$ cat src/rtl/alu_ctrl_decode_stage.sv
// alu_ctrl_decode_stage
// Registered RV32I decode stage between fetch and execute. Decodes one instruction + PC per
// valid/ready handshake into the ALU func code, operand selects, immediate, register indices and
// instruction kind. The result sits in a single-entry output register until execute accepts it.
//
// Ports:
//   clk, rst            clock, synchronous active-high reset
//   flush               drop the held bundle and any same-cycle input
//   in_valid/in_ready   fetch handshake; in_inst, in_pc are the offered instruction and address
//   out_valid/out_ready execute handshake
//   out_pc, out_func, out_op1_sel, out_op2_sel, out_imm, out_rs1, out_rs2, out_rd, out_rd_we,
//   out_kind, out_funct3  decoded bundle fields
module alu_ctrl_decode_stage #(
  parameter int unsigned     XLEN     = 32,
  parameter logic [XLEN-1:0] RESET_PC = '0
) (
  input  logic            clk,
  input  logic            rst,
  input  logic            flush,
  input  logic            in_valid,
  output logic            in_ready,
  input  logic [31:0]     in_inst,
  input  logic [XLEN-1:0] in_pc,
  output logic            out_valid,
  input  logic            out_ready,
  output logic [XLEN-1:0] out_pc,
  output logic [3:0]      out_func,
  output logic [1:0]      out_op1_sel,
  output logic [1:0]      out_op2_sel,
  output logic [XLEN-1:0] out_imm,
  output logic [4:0]      out_rs1,
  output logic [4:0]      out_rs2,
  output logic [4:0]      out_rd,
  output logic            out_rd_we,
  output logic [2:0]      out_kind,
  output logic [2:0]      out_funct3
);

  localparam logic [6:0] OpReg    = 7'b0110011;
  localparam logic [6:0] OpImm    = 7'b0010011;
  localparam logic [6:0] OpLui    = 7'b0110111;
  localparam logic [6:0] OpAuipc  = 7'b0010111;
  localparam logic [6:0] OpJal    = 7'b1101111;
  localparam logic [6:0] OpJalr   = 7'b1100111;
  localparam logic [6:0] OpLoad   = 7'b0000011;
  localparam logic [6:0] OpStore  = 7'b0100011;
  localparam logic [6:0] OpBranch = 7'b1100011;

  localparam logic [3:0] FuncAdd  = 4'b0000;
  localparam logic [3:0] FuncSub  = 4'b1000;
  localparam logic [3:0] FuncSlt  = 4'b0010;
  localparam logic [3:0] FuncSltu = 4'b0011;
  localparam logic [3:0] FuncOp2  = 4'b1001;
  localparam logic [3:0] FuncZero = 4'b1011;

  localparam logic [1:0] Op1Rs1  = 2'b00;
  localparam logic [1:0] Op1Pc   = 2'b01;
  localparam logic [1:0] Op1Zero = 2'b10;
  localparam logic [1:0] Op2Rs2  = 2'b00;
  localparam logic [1:0] Op2Imm  = 2'b01;
  localparam logic [1:0] Op2Four = 2'b10;

  localparam logic [2:0] KindAlu    = 3'd0;
  localparam logic [2:0] KindLoad   = 3'd1;
  localparam logic [2:0] KindStore  = 3'd2;
  localparam logic [2:0] KindBranch = 3'd3;
  localparam logic [2:0] KindJal    = 3'd4;
  localparam logic [2:0] KindJalr   = 3'd5;
  localparam logic [2:0] KindUpper  = 3'd6;
  localparam logic [2:0] KindIll    = 3'd7;

  typedef struct packed {
    logic [XLEN-1:0] pc;
    logic [3:0]      func;
    logic [1:0]      op1_sel;
    logic [1:0]      op2_sel;
    logic [XLEN-1:0] imm;
    logic [4:0]      rs1;
    logic [4:0]      rs2;
    logic [4:0]      rd;
    logic            rd_we;
    logic [2:0]      kind;
    logic [2:0]      funct3;
  } bundle_t;

  // Instruction fields
  logic [6:0] opcode, funct7;
  logic [2:0] funct3;
  logic [4:0] rs1, rs2, rd;
  logic [XLEN-1:0] imm_i, imm_s, imm_b, imm_u, imm_j;

  assign opcode = in_inst[6:0];
  assign rd     = in_inst[11:7];
  assign funct3 = in_inst[14:12];
  assign rs1    = in_inst[19:15];
  assign rs2    = in_inst[24:20];
  assign funct7 = in_inst[31:25];

  assign imm_i = {{20{in_inst[31]}}, in_inst[31:20]};
  assign imm_s = {{20{in_inst[31]}}, in_inst[31:25], in_inst[11:7]};
  assign imm_b = {{19{in_inst[31]}}, in_inst[31], in_inst[7], in_inst[30:25], in_inst[11:8], 1'b0};
  assign imm_u = {in_inst[31:12], 12'b0};
  assign imm_j = {{11{in_inst[31]}}, in_inst[31], in_inst[19:12], in_inst[20], in_inst[30:21],
                  1'b0};

  bundle_t dec;
  logic    legal, we;

  always_comb begin
    dec        = '0;
    dec.pc     = in_pc;
    dec.funct3 = funct3;
    dec.func   = FuncAdd;
    dec.kind   = KindAlu;
    legal      = 1'b1;
    we         = 1'b0;
    unique case (opcode)
      OpReg: begin
        legal = (funct7 == 7'b0000000) ||
                ((funct7 == 7'b0100000) && ((funct3 == 3'b000) || (funct3 == 3'b101)));
        dec.func = {funct7[5], funct3};
        dec.rs1  = rs1;
        dec.rs2  = rs2;
        we       = 1'b1;
      end
      OpImm: begin
        // Only srai carries an op modifier (imm[10]); shifts reuse imm[11:5] as funct7.
        dec.func = (funct3 == 3'b101) ? {in_inst[30], funct3} : {1'b0, funct3};
        if ((funct3 == 3'b001) || (funct3 == 3'b101)) begin
          legal = (funct7 == 7'b0000000) || (funct7 == 7'b0100000);
        end
        dec.op2_sel = Op2Imm;
        dec.imm     = imm_i;
        dec.rs1     = rs1;
        we          = 1'b1;
      end
      OpLui: begin
        dec.func    = FuncOp2;
        dec.op1_sel = Op1Zero;
        dec.op2_sel = Op2Imm;
        dec.imm     = imm_u;
        dec.kind    = KindUpper;
        we          = 1'b1;
      end
      OpAuipc: begin
        dec.op1_sel = Op1Pc;
        dec.op2_sel = Op2Imm;
        dec.imm     = imm_u;
        dec.kind    = KindUpper;
        we          = 1'b1;
      end
      OpJal: begin
        dec.op1_sel = Op1Pc;
        dec.op2_sel = Op2Four;
        dec.imm     = imm_j;
        dec.kind    = KindJal;
        we          = 1'b1;
      end
      OpJalr: begin
        legal       = (funct3 == 3'b000);
        dec.op1_sel = Op1Pc;
        dec.op2_sel = Op2Four;
        dec.imm     = imm_i;
        dec.rs1     = rs1;
        dec.kind    = KindJalr;
        we          = 1'b1;
      end
      OpLoad: begin
        dec.op1_sel = Op1Rs1;
        dec.op2_sel = Op2Imm;
        dec.imm     = imm_i;
        dec.rs1     = rs1;
        dec.kind    = KindLoad;
        we          = 1'b1;
      end
      OpStore: begin
        dec.op2_sel = Op2Imm;
        dec.imm     = imm_s;
        dec.rs1     = rs1;
        dec.rs2     = rs2;
        dec.kind    = KindStore;
      end
      OpBranch: begin
        case (funct3)
          3'b000, 3'b001: dec.func = FuncSub;
          3'b100, 3'b101: dec.func = FuncSlt;
          3'b110, 3'b111: dec.func = FuncSltu;
          default:        legal    = 1'b0;
        endcase
        dec.op2_sel = Op2Rs2;
        dec.imm     = imm_b;
        dec.rs1     = rs1;
        dec.rs2     = rs2;
        dec.kind    = KindBranch;
      end
      default: legal = 1'b0;
    endcase

    if (!legal) begin
      dec        = '0;
      dec.pc     = in_pc;
      dec.funct3 = funct3;
      dec.func   = FuncZero;
      dec.kind   = KindIll;
      we         = 1'b0;
    end
    dec.rd_we = we && (rd != 5'd0);
    dec.rd    = dec.rd_we ? rd : 5'd0;
  end

  // Output register and handshake
  bundle_t bundle_q, bundle_d, bundle_rst;
  logic    valid_q, valid_d;
  logic    accept;

  assign in_ready = !valid_q || out_ready;
  assign accept   = in_valid && in_ready && !flush;

  always_comb begin
    bundle_rst      = '0;
    bundle_rst.pc   = RESET_PC;
    bundle_rst.func = FuncZero;
    bundle_rst.kind = KindIll;
  end

  always_comb begin
    valid_d  = valid_q;
    bundle_d = bundle_q;
    if (flush) begin
      valid_d = 1'b0;
    end else if (accept) begin
      valid_d  = 1'b1;
      bundle_d = dec;
    end else if (out_ready) begin
      valid_d = 1'b0;
    end
  end

  always_ff @(posedge clk) begin
    if (rst) begin
      valid_q  <= 1'b0;
      bundle_q <= bundle_rst;
    end else begin
      valid_q  <= valid_d;
      bundle_q <= bundle_d;
    end
  end

  assign out_valid   = valid_q;
  assign out_pc      = bundle_q.pc;
  assign out_func    = bundle_q.func;
  assign out_op1_sel = bundle_q.op1_sel;
  assign out_op2_sel = bundle_q.op2_sel;
  assign out_imm     = bundle_q.imm;
  assign out_rs1     = bundle_q.rs1;
  assign out_rs2     = bundle_q.rs2;
  assign out_rd      = bundle_q.rd;
  assign out_rd_we   = bundle_q.rd_we;
  assign out_kind    = bundle_q.kind;
  assign out_funct3  = bundle_q.funct3;

endmodule

$ cat config.mk
export PLATFORM = sky130hd
export DESIGN_NAME = alu_ctrl_decode_stage
export DESIGN_NICKNAME = d
export VERILOG_FILES = /design/src/rtl/alu_ctrl_decode_stage.sv
export SDC_FILE = /design/constraint.sdc
export NUM_CORES = 1
export LEC_CHECK = 0
export BUFFER_PORTS_ARGS = -buffer_cell sky130_fd_sc_hd__buf_4
export CAP_MARGIN = 10
export CORE_ASPECT_RATIO = 0.9
export CORE_MARGIN = 1
export CORE_UTILIZATION = 25
export CTS_CLUSTER_DIAMETER = 200
export CTS_CLUSTER_SIZE = 10
export DETAILED_ROUTE_END_ITERATION = 16
export GPL_ROUTABILITY_DRIVEN = 0
export MAX_ROUTING_LAYER = met4
export PLACE_DENSITY = 0.58
export SYNTH_ARGS = -nofsm -noshare
export SYNTH_HDL_FRONTEND = slang
export SYNTH_SLANG_ARGS = --single-unit
$ cat constraint.sdc
create_clock -name clk -period 1.75 [get_ports clk]
set_input_delay 0.175 -clock clk [delete_from_list [all_inputs] [get_ports clk]]
set_output_delay 0.175 -clock clk [all_outputs]
set_load 0.1 [all_outputs]
### Yosys cells after proc, flatten, opt, wreduce, memory -nomap -nowiden

Index checks and enable logic that the tools add are counted.

* bitwise operators: 1
* multiplexer cells: 17
* reduce and logical (&&, ||, !) cells: 28
* equal/unequal tests: 15

Operators by type and width (count)
* $pmux W34 S6: 1
* $mux W62: 1
* $eq A7 B6 Y1 const B: 4
* $eq A7 B7 Y1 const B: 3
* $pmux W3 S6: 1
* $pmux W4 S4: 1
* $mux W5: 3
* $eq A7 B5 Y1 const B: 2
* $eq A3 B3 Y1 const B: 4
* $pmux W4 S3: 1
* $reduce_or A2 Y1: 6
* $reduce_or A6 Y1: 2
* $eq A7 B2 Y1 const B: 1
* $logic_not A7 Y1: 1
* $reduce_or A7 Y1: 1
* $mux W1: 6
* $reduce_or A3 Y1: 2
* $logic_or A1 B1 Y1: 5
* $pmux W1 S5: 1
* $reduce_bool A5 Y1: 1
* $reduce_or A5 Y1: 1
* $logic_and A1 B1 Y1: 4
* $mux W4: 1
* $pmux W2 S2: 1
* 6 further kinds: 7

* register bits after elaboration: 95
* input port bits: 69

### Longest topological paths before layout

Gate-level depths: netlist of run 1.

* depth in word-level cells: 8
* mapped depth: 8
* mapped depth without buffers: 5

### Worst setup path after synthesis of run 1

No wires, ideal clock.

* path kind: register to register
* start point: register valid_q, in the netlist out_valid
* end point: register bundle_q, in the netlist out_op1_sel[0]
* arrival: 3.204 ns
* path buffers: 3
* path slack: -1.541 ns
* period minus slack after synthesis: 3.291 ns
* cell stages (with the launch flop): 9
* data required time: 1.663 ns
* cells stage by stage: dfxtp_1 > nand2b_1 > and2_1 > clkbuf_1 > nor2_1 > clkbuf_1 > clkbuf_1 > nand2_1 > o31ai_1

* longest elaborated chain between the ends: 5

Ends and longest elaborated chain
* start, declared: RTL line 213 `logic valid_q, valid_d;`
* start signal, assigned: RTL line 244 `valid_q <= valid_d;`
* $logic_not A1 Y1: RTL line 216 `assign in_ready = !valid_q || out_ready;`
* $logic_or A1 B1 Y1: RTL line 216
* named net in_ready: RTL line 21 `output logic in_ready,`
* $logic_and A1 B1 Y1 (2 in a row): RTL line 217 `assign accept = in_valid && in_ready && !flush;`
* $reduce_and A2 Y1 (no line)
* end signal, assigned: RTL line 242 `bundle_q <= bundle_rst;`
* end signal, assigned: RTL line 245 `bundle_q <= bundle_d;`
* end, declared: RTL line 212 `bundle_t bundle_q, bundle_d, bundle_rst;`

The timed path passes the listed nets, and every way through them passes these cells.
A chain may end at the register's enable or synchronous reset.

### Worst setup path in the final report of run 1

* start point: input port in_inst[3]
* end point: register bundle_q, in the netlist out_imm[3]

* longest elaborated chain between the ends: 4
* elaborated cells between the ends (all ways): 15

Ends and longest elaborated chain
* start, declared: RTL line 22 `input logic [31:0] in_inst,`
* $eq A7 B6 Y1 (tied with other cells): RTL line 117 `unique case (opcode)`
* $reduce_or A5 Y1 (no line) / $reduce_or A2 Y1 (equally long branches)
* $pmux W1 S5 / $pmux W34 S6 (equally long branches): RTL line 117
* $mux W62 *: RTL line 199 `if (!legal) begin`

Mark *: on every way between the ends. The rest lies on a longest branch, timed or not.

==> impl_metrics.toml, run 1 <==
[status]
outcome = "complete, no violations"

[floorplanning]
start_util_pct = 25.9
dieArea_um2 = 16000
ios = 165
num_rows = 42
core_um2 = 14900
dieHeight_um = 120
fp.dieW_um = 133

[clock_tree]
clock_sinks = 95
h-tree-depth = 3
cts_buffers = 9
cts_buffer_depth = 2
root_buffer = "clkbuf_16"
cts_tree = "built"
clk_pin_slew_worst_paths_ns = 0.06
cts_setup_buffers = 0
clock_latency_ns = 0.34

[pwr]
swShare_pct = 28.4
total_power_mw = 4.97
p_int_mw = 3.56
p_sw_mw = 1.41
ir_worst_vdd_uv = 504
leakage_nw = 2.43
clkPwrFrac_pct = 38.6
power_density_nw_per_um2 = 845
p_comb_share_pct = 16.7
p_seq_share_pct = 44.7

[sta]
maxSlewViolCount = 0
finalCriticalPeriod_ns = 1.57
tightest_slew_ns = 0.710
fin_crit_sh_pct = 89.7
slew_headroom_pct = 51.9
fmax_mhz = 637
hold_viol_final = 0
finalSetupViolCount = 0
layout_setup_ws_ns = 0.181
rsz0062_at_grt = "false"
skew_ns = 0.00442

[final_layout]
layout.nets = 749
regArea_um2 = 1910
syn_to_final_growth_pct = 52.1
drive_gt1_share_pct = 34.6
final_cell_mix = "buf_4 (208), nand2_1 (144), dfxtp_1 (94), a21oi_1 (68), o21ai_0 (23)"
fillers = 1539
final_common_cell = "buf_4"
multi_input_area_um2 = 1820
n_antenna_cell = 0

[setup_path]
crit_slowest_cell = "or3_1"
cp-startpoint = "in_inst[3]"
crit_type = "in -> reg"
crit_chain = "buf_4, or2_2, or3_1, a21oi_1, a222oi_1, a211oi_1"
crit_required_ns = 2.01
critPathLaunchType = "input pin"
worst_ep_arrival_time_ns = 1.83
cp_max_fo = 7
critPathCaptureType = "register"
max_stage_delay_ns = 0.38
r2r_start = "out_valid"

[logic_synthesis]
syn_nets = 563
async_reset_ff_share_pct = 0
synth-compound-area-share_pct = 22.6
yosysWarningCount = 0
ys_ff_latch = 95
synth_top_area_share_pct = 49.2
synthAdderAreaFrac_pct = 0
syn-cell-area_um2 = 3860
synth-xor-area-share_pct = 0.227
synthTopCellsByArea = "dfxtp_1 (49%), nand2_1 (14%), a21oi_1 (8.8%), o21ai_0 (3.0%), o21ai_1 (2.6%)"
ys_seq_area_share_pct = 49.2
yosys.area.top_type = "dfxtp_1"
synthSimpleGateAreaFrac_pct = 23.5
syn_avg_cell_area_um2 = 7.82
synthMuxAreaShare_pct = 0
synth_top_family_by_area = "simple AND/OR/NAND/NOR gates"
ys.flop_type = "dfxtp_1"
synth_edf_count = 0
synth_cell_type_count = 43
syn_inst = 494

[global_route]
grt_pass1_wl_um = 20000
antenna_found_initial = 0
grt_max_degree = 49
overflow = 0
grt_pass1_vias = 3856
track_usage_pct = 16.6

[place]
portBuffers = 164
dp_hpwl_um = 9970
place_ws_ns = -0.137

[route]
drtIter0Drc = 207
detail_route.wl_per_cell_um = 15.1
final_antenna_net_count = 0
vias = 4173
firstDrtPassIters = 4
vias_per_cell = 4.73
routed_wl_um = 13300
drc = 0

[run]
drv_cap = 0

[worst_hold_path]
hold_class = "in -> reg"
worstHoldStart = "in_valid"
repair_timing:
action                                 in CTS  in global routing
setup endpoints to repair                   0                 48
endpoints found under the hold margin       1                  0
gates resized for setup                     0                  1
hold buffers                                1                  0
state kept, by name (all words and copies together), names as in the netlist, 3 cells and up:
name / flops
out_funct3: 3
out_kind: 3
out_rs2: 5
out_func: 4
out_rs1: 5
out_rd: 5
out_imm: 32
out_pc: 32
path summary, 6_finish.rpt:
| kind | to | slack (ns) | depth (start not counted) |
|---|---|---|---|
| setup / recovery | out_imm[3] | 0.18 | 6 |
| hold / removal | out_valid | 0.07 | 3 |
| setup reg to reg | out_imm[3] | 0.18 | 6 |
| hold reg to reg | out_imm[24] | 0.45 | 2 |
cells by family (layout without fill, tap and decap cells):
logic type | count (synthesis) | after routing
XOR/XNOR | 1 | 1
buffers and inverters | 40 | 230
AND/OR/NAND/NOR | 211 | 212
AO/OA/AOI/OAI | 147 | 147
flip-flops | 95 | 95
routing by layer:
metal,wire (um),vias to the layer above,track usage (%),share of wire (%)
met2,6280,156,26.3,47
met4,186,0,5.03,1.4
met1,5880,1916,20.8,44
met3,965,15,4.31,7.3
met5,0,-,-,0
li1,-,2086,-,-
stage by stage:
step	util (%)	TNS (ns)	cell area (um2)	hold WS (ns)	std cells
final	39.4	0	5880	0.0663	883
after global routing	39.4	0	5880	0.0608	883
after CTS	39.3	0	5870	0.0483	882
after detailed placement	37.3	-4.15	5560	0.339	865
after global placement	37.3	-2.98	5560	0.336	865
after floorplan	-	-2.13	3930	0.238	494
worst max-delay path, delay by kind of cell:
kind,cells,cell delay [ns]
buffers and inverters,1,0.15
AND/OR/NAND/NOR,2,0.72
AO/OA/AOI/OAI,3,0.78
cell usage after synthesis (2+ instances only):
library cell	instances
o21ai_1	20
a31oi_1	3
or3_1	3
nor4_1	3
a32oi_1	3
nor2b_1	5
buf_1	5
nand4_1	6
or2_2	2
and2_1	4
a222oi_1	4
clkbuf_1	19
and3_1	2
buf_2	11
o31ai_1	8
nor2_1	17
nand2b_1	2
a211oi_1	6
inv_1	4
a21oi_1	68
nor3_1	8
o21ai_0	23
nand2_1	145
a32o_1	2
dfxtp_1	95
nand3_1	9
layout make-up:
type,count,share of cell area (%)
Sequential cell,95,32.4
Multi-Input combinational cell,360,31.0
Timing Repair Buffer,210,27.1
Clock buffer,13,4.62
Tap cell,198,4.21
Clock inverter,3,0.404
Inverter,4,0.255
power by group through the flow:
stage / sequential [mW] / clock, mW / combinational (mW)
after floorplan: 2.56 / 0 / 0.224
after global placement: 2.27 / 0 / 0.812
after detailed placement: 2.27 / 0 / 0.820
after CTS: 2.22 / 2.00 / 0.823
after global routing: 2.22 / 2.09 / 0.877
final: 2.22 / 1.92 / 0.829
Power figures use the tool's default switching activity.
==> run 2, diff against run 1 <==
RECOVER_POWER = 25   (was not set)
==> run 2 against run 1 <==
Compared with the run above:
- critical path depth stayed put
- first-iteration DRC count up 8.7%
- clock skew about the same
- largest power group unchanged
- setup slack worse by 0.0094 ns
- wire length about the same
- highest routed layer unchanged
- largest cell class unchanged
==> impl_metrics.toml, run 2 (same netlist as run 1, synthesis figures left out) <==
[status]
outcome = "complete, no violations"

[setup_path]
crit_chain = "buf_4, or2_2, or3_1, a21oi_1, a222oi_1, a211oi_1"
r2r_start = "out_valid"
crit_type = "in -> reg"
critPathLaunchType = "input pin"
cp-startpoint = "in_inst[3]"
crit_required_ns = 2.01
crit_slowest_cell = "a21oi_1"
cp_max_fo = 7
worst_ep_arrival_time_ns = 1.84
max_stage_delay_ns = 0.39
critPathCaptureType = "register"

[sta]
finalSetupViolCount = 0
hold_viol_final = 0
tightest_slew_ns = 0.706
fin_crit_sh_pct = 90.2
skew_ns = 0.00475
finalCriticalPeriod_ns = 1.58
fmax_mhz = 634
slew_headroom_pct = 52.2
setup_tns_ns = 0
rsz0062_at_grt = "false"
whs_ns = 0.0754
maxSlewViolCount = 0

[final_layout]
final_cell_mix = "buf_4 (162), nand2_1 (144), dfxtp_1 (95), a21oi_1 (68), clkbuf_2 (46)"
syn_to_final_growth_pct = 49.0
n_antenna_cell = 0
layout.nets = 749
fillers = 1567
drive_gt1_share_pct = 34.5
final_common_cell = "buf_4"

[clock_tree]
clock_sinks = 95
cts_tree = "built"
root_buffer = "clkbuf_16"
cts_buffers = 9
cts_buffer_depth = 2
h-tree-depth = 3
clk_pin_slew_worst_paths_ns = 0.07
clock_latency_ns = 0.34

[pwr]
power_density_nw_per_um2 = 859
leakage_nw = 2.39
ir_worst_vdd_uv = 498

[route]
drt-met1-wl_um = 5880
firstDrtPassIters = 5
final_antenna_net_count = 0
detail_route.wl_per_cell_um = 15.1
vias = 4189
wl_met2_um = 6270
drc = 0
routed_wl_um = 13300
top_layer_used = "met4"
dr_wl_met3_um = 959
drtIter0Drc = 225
vias_per_cell = 4.74

[global_route]
grt_max_degree = 49
grt_pass1_wl_um = 20000
grt_pass1_vias = 3856
track_usage_pct = 16.6
overflow = 0
antenna_found_initial = 0

[floorplanning]
core_um2 = 14900
start_util_pct = 25.9
num_rows = 42
dieHeight_um = 120
ios = 165
fp.dieW_um = 133
dieArea_um2 = 16000

[place]
dp_hpwl_um = 9970
portBuffers = 164

[run]
drv_cap = 0

[worst_hold_path]
hold_class = "in -> reg"
worstHoldStart = "in_valid"
==> run 2: cell count changes in the layout (fill, tap and decap cells not counted) <==
cell	change
dfxtp_4	-1
clkbuf_2	+46
buf_4	-46
dfxtp_1	+1
==> run 2: metrics by stage <==
stage / power, mW / instances / worst slack (ns) / utilization, % / area (um2)
2_1_floorplan: 2.78 / 494 / -0.0692 / - / 3930
3_3_place_gp: 3.08 / 865 / -0.0920 / 37.3 / 5560
3_5_place_dp: 3.09 / 865 / -0.137 / 37.3 / 5560
4_1_cts: 5.04 / 882 / 0.00310 / 39.3 / 5870
5_1_grt: 5.17 / 883 / 0.0515 / 38.6 / 5760
6_report: 4.95 / 883 / 0.172 / 38.6 / 5760
==> run 2: layer usage <==
layer / vias up / track usage (%)
met5: - / -
met4: 0 / 5.03
met3: 16 / 4.31
met2: 165 / 26.3
met1: 1923 / 20.8
li1: 2085 / -
==> run 2: worst paths after layout <==
kind              slack, ns     endpoint  depth (start not counted)
hold reg to reg        0.45  out_imm[24]                          2
setup / recovery       0.17   out_imm[3]                          6
setup reg to reg       0.19   out_imm[4]                          6
hold / removal         0.08    out_valid                          3
==> run 2: final cells by class <==
cell class	instances	area, um2	share of cell area [%]
clock buffers	13	272	4.71
clock inverters	3	23.8	0.413
inverters	4	15.0	0.261
flip-flops and latches	95	1900	33.0
multi-input cells	360	1820	31.7
repair buffers	210	1480	25.6
well taps	198	248	4.30
==> run 2: critical path, delay by kind of cell <==
family                 cells  cell delay (ns)
buffers and inverters      1             0.15
and+or+nand+nor            2             0.72
AOI/OAI and AO/OA          3             0.79
==> run 2: report_power, final <==
group	switching (mW)	total, mW	internal (mW)
combinational	0.569	0.810	0.241
sequential	0.0201	2.22	2.20
clock	0.821	1.92	1.09
==> run 2: timing repair <==
action	in CTS	in global routing
endpoints found under the setup margin	0	48
hold buffers	1	0
buffers inserted	0	0
hold endpoints to repair	1	0
resized for setup	0	1
==> run 3, diff against run 2 <==
BUFFER_PORTS_ARGS = -buffer_cell sky130_fd_sc_hd__buf_2   (was -buffer_cell sky130_fd_sc_hd__buf_4)
GPL_TIMING_DRIVEN = 0   (was not set)
==> run 3 against run 2 <==
Compared with the run above:
- maximum frequency shrank 7.7%
- sequential power is essentially flat
- clock-buffer cell count fell by 4
- die area unchanged
- critical endpoint is now out_imm[14]
- largest cell class unchanged
- flip-flop and latch count unchanged
- core utilization is 2.8 points lower
- critical path type unchanged
==> impl_metrics.toml, run 3 (same netlist as run 1, synthesis figures left out) <==
[status]
outcome = "complete, no violations"

[route]
firstDrtPassIters = 5
routed_wl_um = 13300
dr_wl_met3_um = 911
wl_met2_um = 5940
detail_route.wl_per_cell_um = 15.3
drtIter0Drc = 229
top_layer_used = "met4"
final_antenna_net_count = 0
drt-met1-wl_um = 6330
vias = 4099
drc = 0
vias_per_cell = 4.71

[clock_tree]
cts_buffers = 9
cts_tree = "built"
clock_latency_ns = 0.35
root_buffer = "clkbuf_16"
h-tree-depth = 3
clock_sinks = 95
clk_pin_slew_worst_paths_ns = 0.07
cts_buffer_depth = 2

[setup_path]
critPathLaunchType = "input pin"
crit_required_ns = 1.99
cp_max_fo = 10
worst_ep_arrival_time_ns = 1.95
crit_type = "in -> reg"
critPathCaptureType = "register"

[pwr]
ir_worst_vdd_uv = 552
leakage_nw = 2.22
power_density_nw_per_um2 = 950

[final_layout]
final_cell_mix = "nand2_1 (145), buf_2 (131), dfxtp_1 (94), a21oi_1 (68), clkbuf_2 (45)"
fin_util_pct = 35.8
n_antenna_cell = 0
drive_gt1_share_pct = 31.8
syn_to_final_growth_pct = 38.1
final_common_cell = "nand2_1"
layout.nets = 736

[sta]
hold_viol_final = 0
tightest_slew_ns = 0.790
finalSetupViolCount = 0
skew_ns = 0.00600
setup_tns_ns = 0
fmax_mhz = 585
rsz0062_at_grt = "true"
fin_crit_sh_pct = 97.7
slew_headroom_pct = 47.3
maxSlewViolCount = 0
finalCriticalPeriod_ns = 1.71

[floorplanning]
ios = 165
core_um2 = 14900
dieArea_um2 = 16000
dieHeight_um = 120
num_rows = 42
start_util_pct = 25.9
fp.dieW_um = 133

[place]
portBuffers = 161
dp_hpwl_um = 10100

[run]
drv_cap = 0

[global_route]
antenna_found_initial = 0
overflow = 0
grt_pass1_vias = 3692
track_usage_pct = 17.4
grt_pass1_wl_um = 20400
grt_max_degree = 16

[worst_hold_path]
hold_class = "in -> reg"
[run 3: final cells by class]
| class | count | area (um2) |
|---|---|---|
| Timing Repair Buffer | 162 | 816 |
| Clock inverter | 7 | 87.6 |
| Tap cell | 198 | 248 |
| Sequential cell | 95 | 1910 |
| Buffer | 36 | 201 |
| Multi-Input combinational cell | 359 | 1840 |
| Inverter | 4 | 15.0 |
| Clock buffer | 9 | 225 |
| Fill cell | 1617 | 9590 |
[run 3: per-layer routing]
layer	vias up	GRT usage, %
met1	1869	23.1
met2	154	26.0
li1	2063	-
met5	-	-
met4	0	4.31
met3	13	4.94
[run 3: repair_timing]
item                                    in CTS  in global routing
pin swaps                                    0                  0
hold endpoints to repair                     1                  0
hold buffers                                 1                  0
setup buffers                                0                  0
gates resized for setup                      2                  8
endpoints found under the setup margin      24                 44
[run 3: report_power, final]
| part | total [mW] | switching, mW | internal, mW | leakage (nW) |
|---|---|---|---|---|
| sequential | 2.22 | 0.0191 | 2.20 | 0.770 |
| clock | 2.11 | 0.871 | 1.24 | 0.155 |
| combinational | 0.737 | 0.568 | 0.169 | 1.29 |
[run 3: path summary, 6_finish.rpt]
kind / to / slack [ns] / cells after the start / startpoint
hold reg to reg: out_rs2[4] / 0.45 / 2 / out_rs2[4]
setup / recovery: out_imm[14] / 0.04 / 8 / in_inst[1]
setup reg to reg: out_rd[4] / 0.14 / 7 / out_valid
hold / removal: out_valid / 0.05 / 3 / in_valid
[run 3: per-stage QoR]
step	instances	power (mW)	hold WS [ns]	area (um2)	worst slack [ns]
6_report	870	5.07	0.0495	5340	0.0394
4_1_cts	870	5.13	0.0348	5310	0.0141
5_1_grt	870	5.27	0.0454	5340	-0.0170
3_3_place_gp	853	3.00	0.344	4980	-0.488
3_5_place_dp	853	3.00	0.346	4980	-0.496
2_1_floorplan	494	2.78	0.238	3930	-0.0692
[run 3: worst max-delay path, cell delays in order]
cell	delay, ns
buf_2	0.11
and2_1	0.22
and4_4	0.21
buf_6	0.14
a31o_4	0.23
o311ai_2	0.43
buf_2	0.33
o21ai_1	0.10
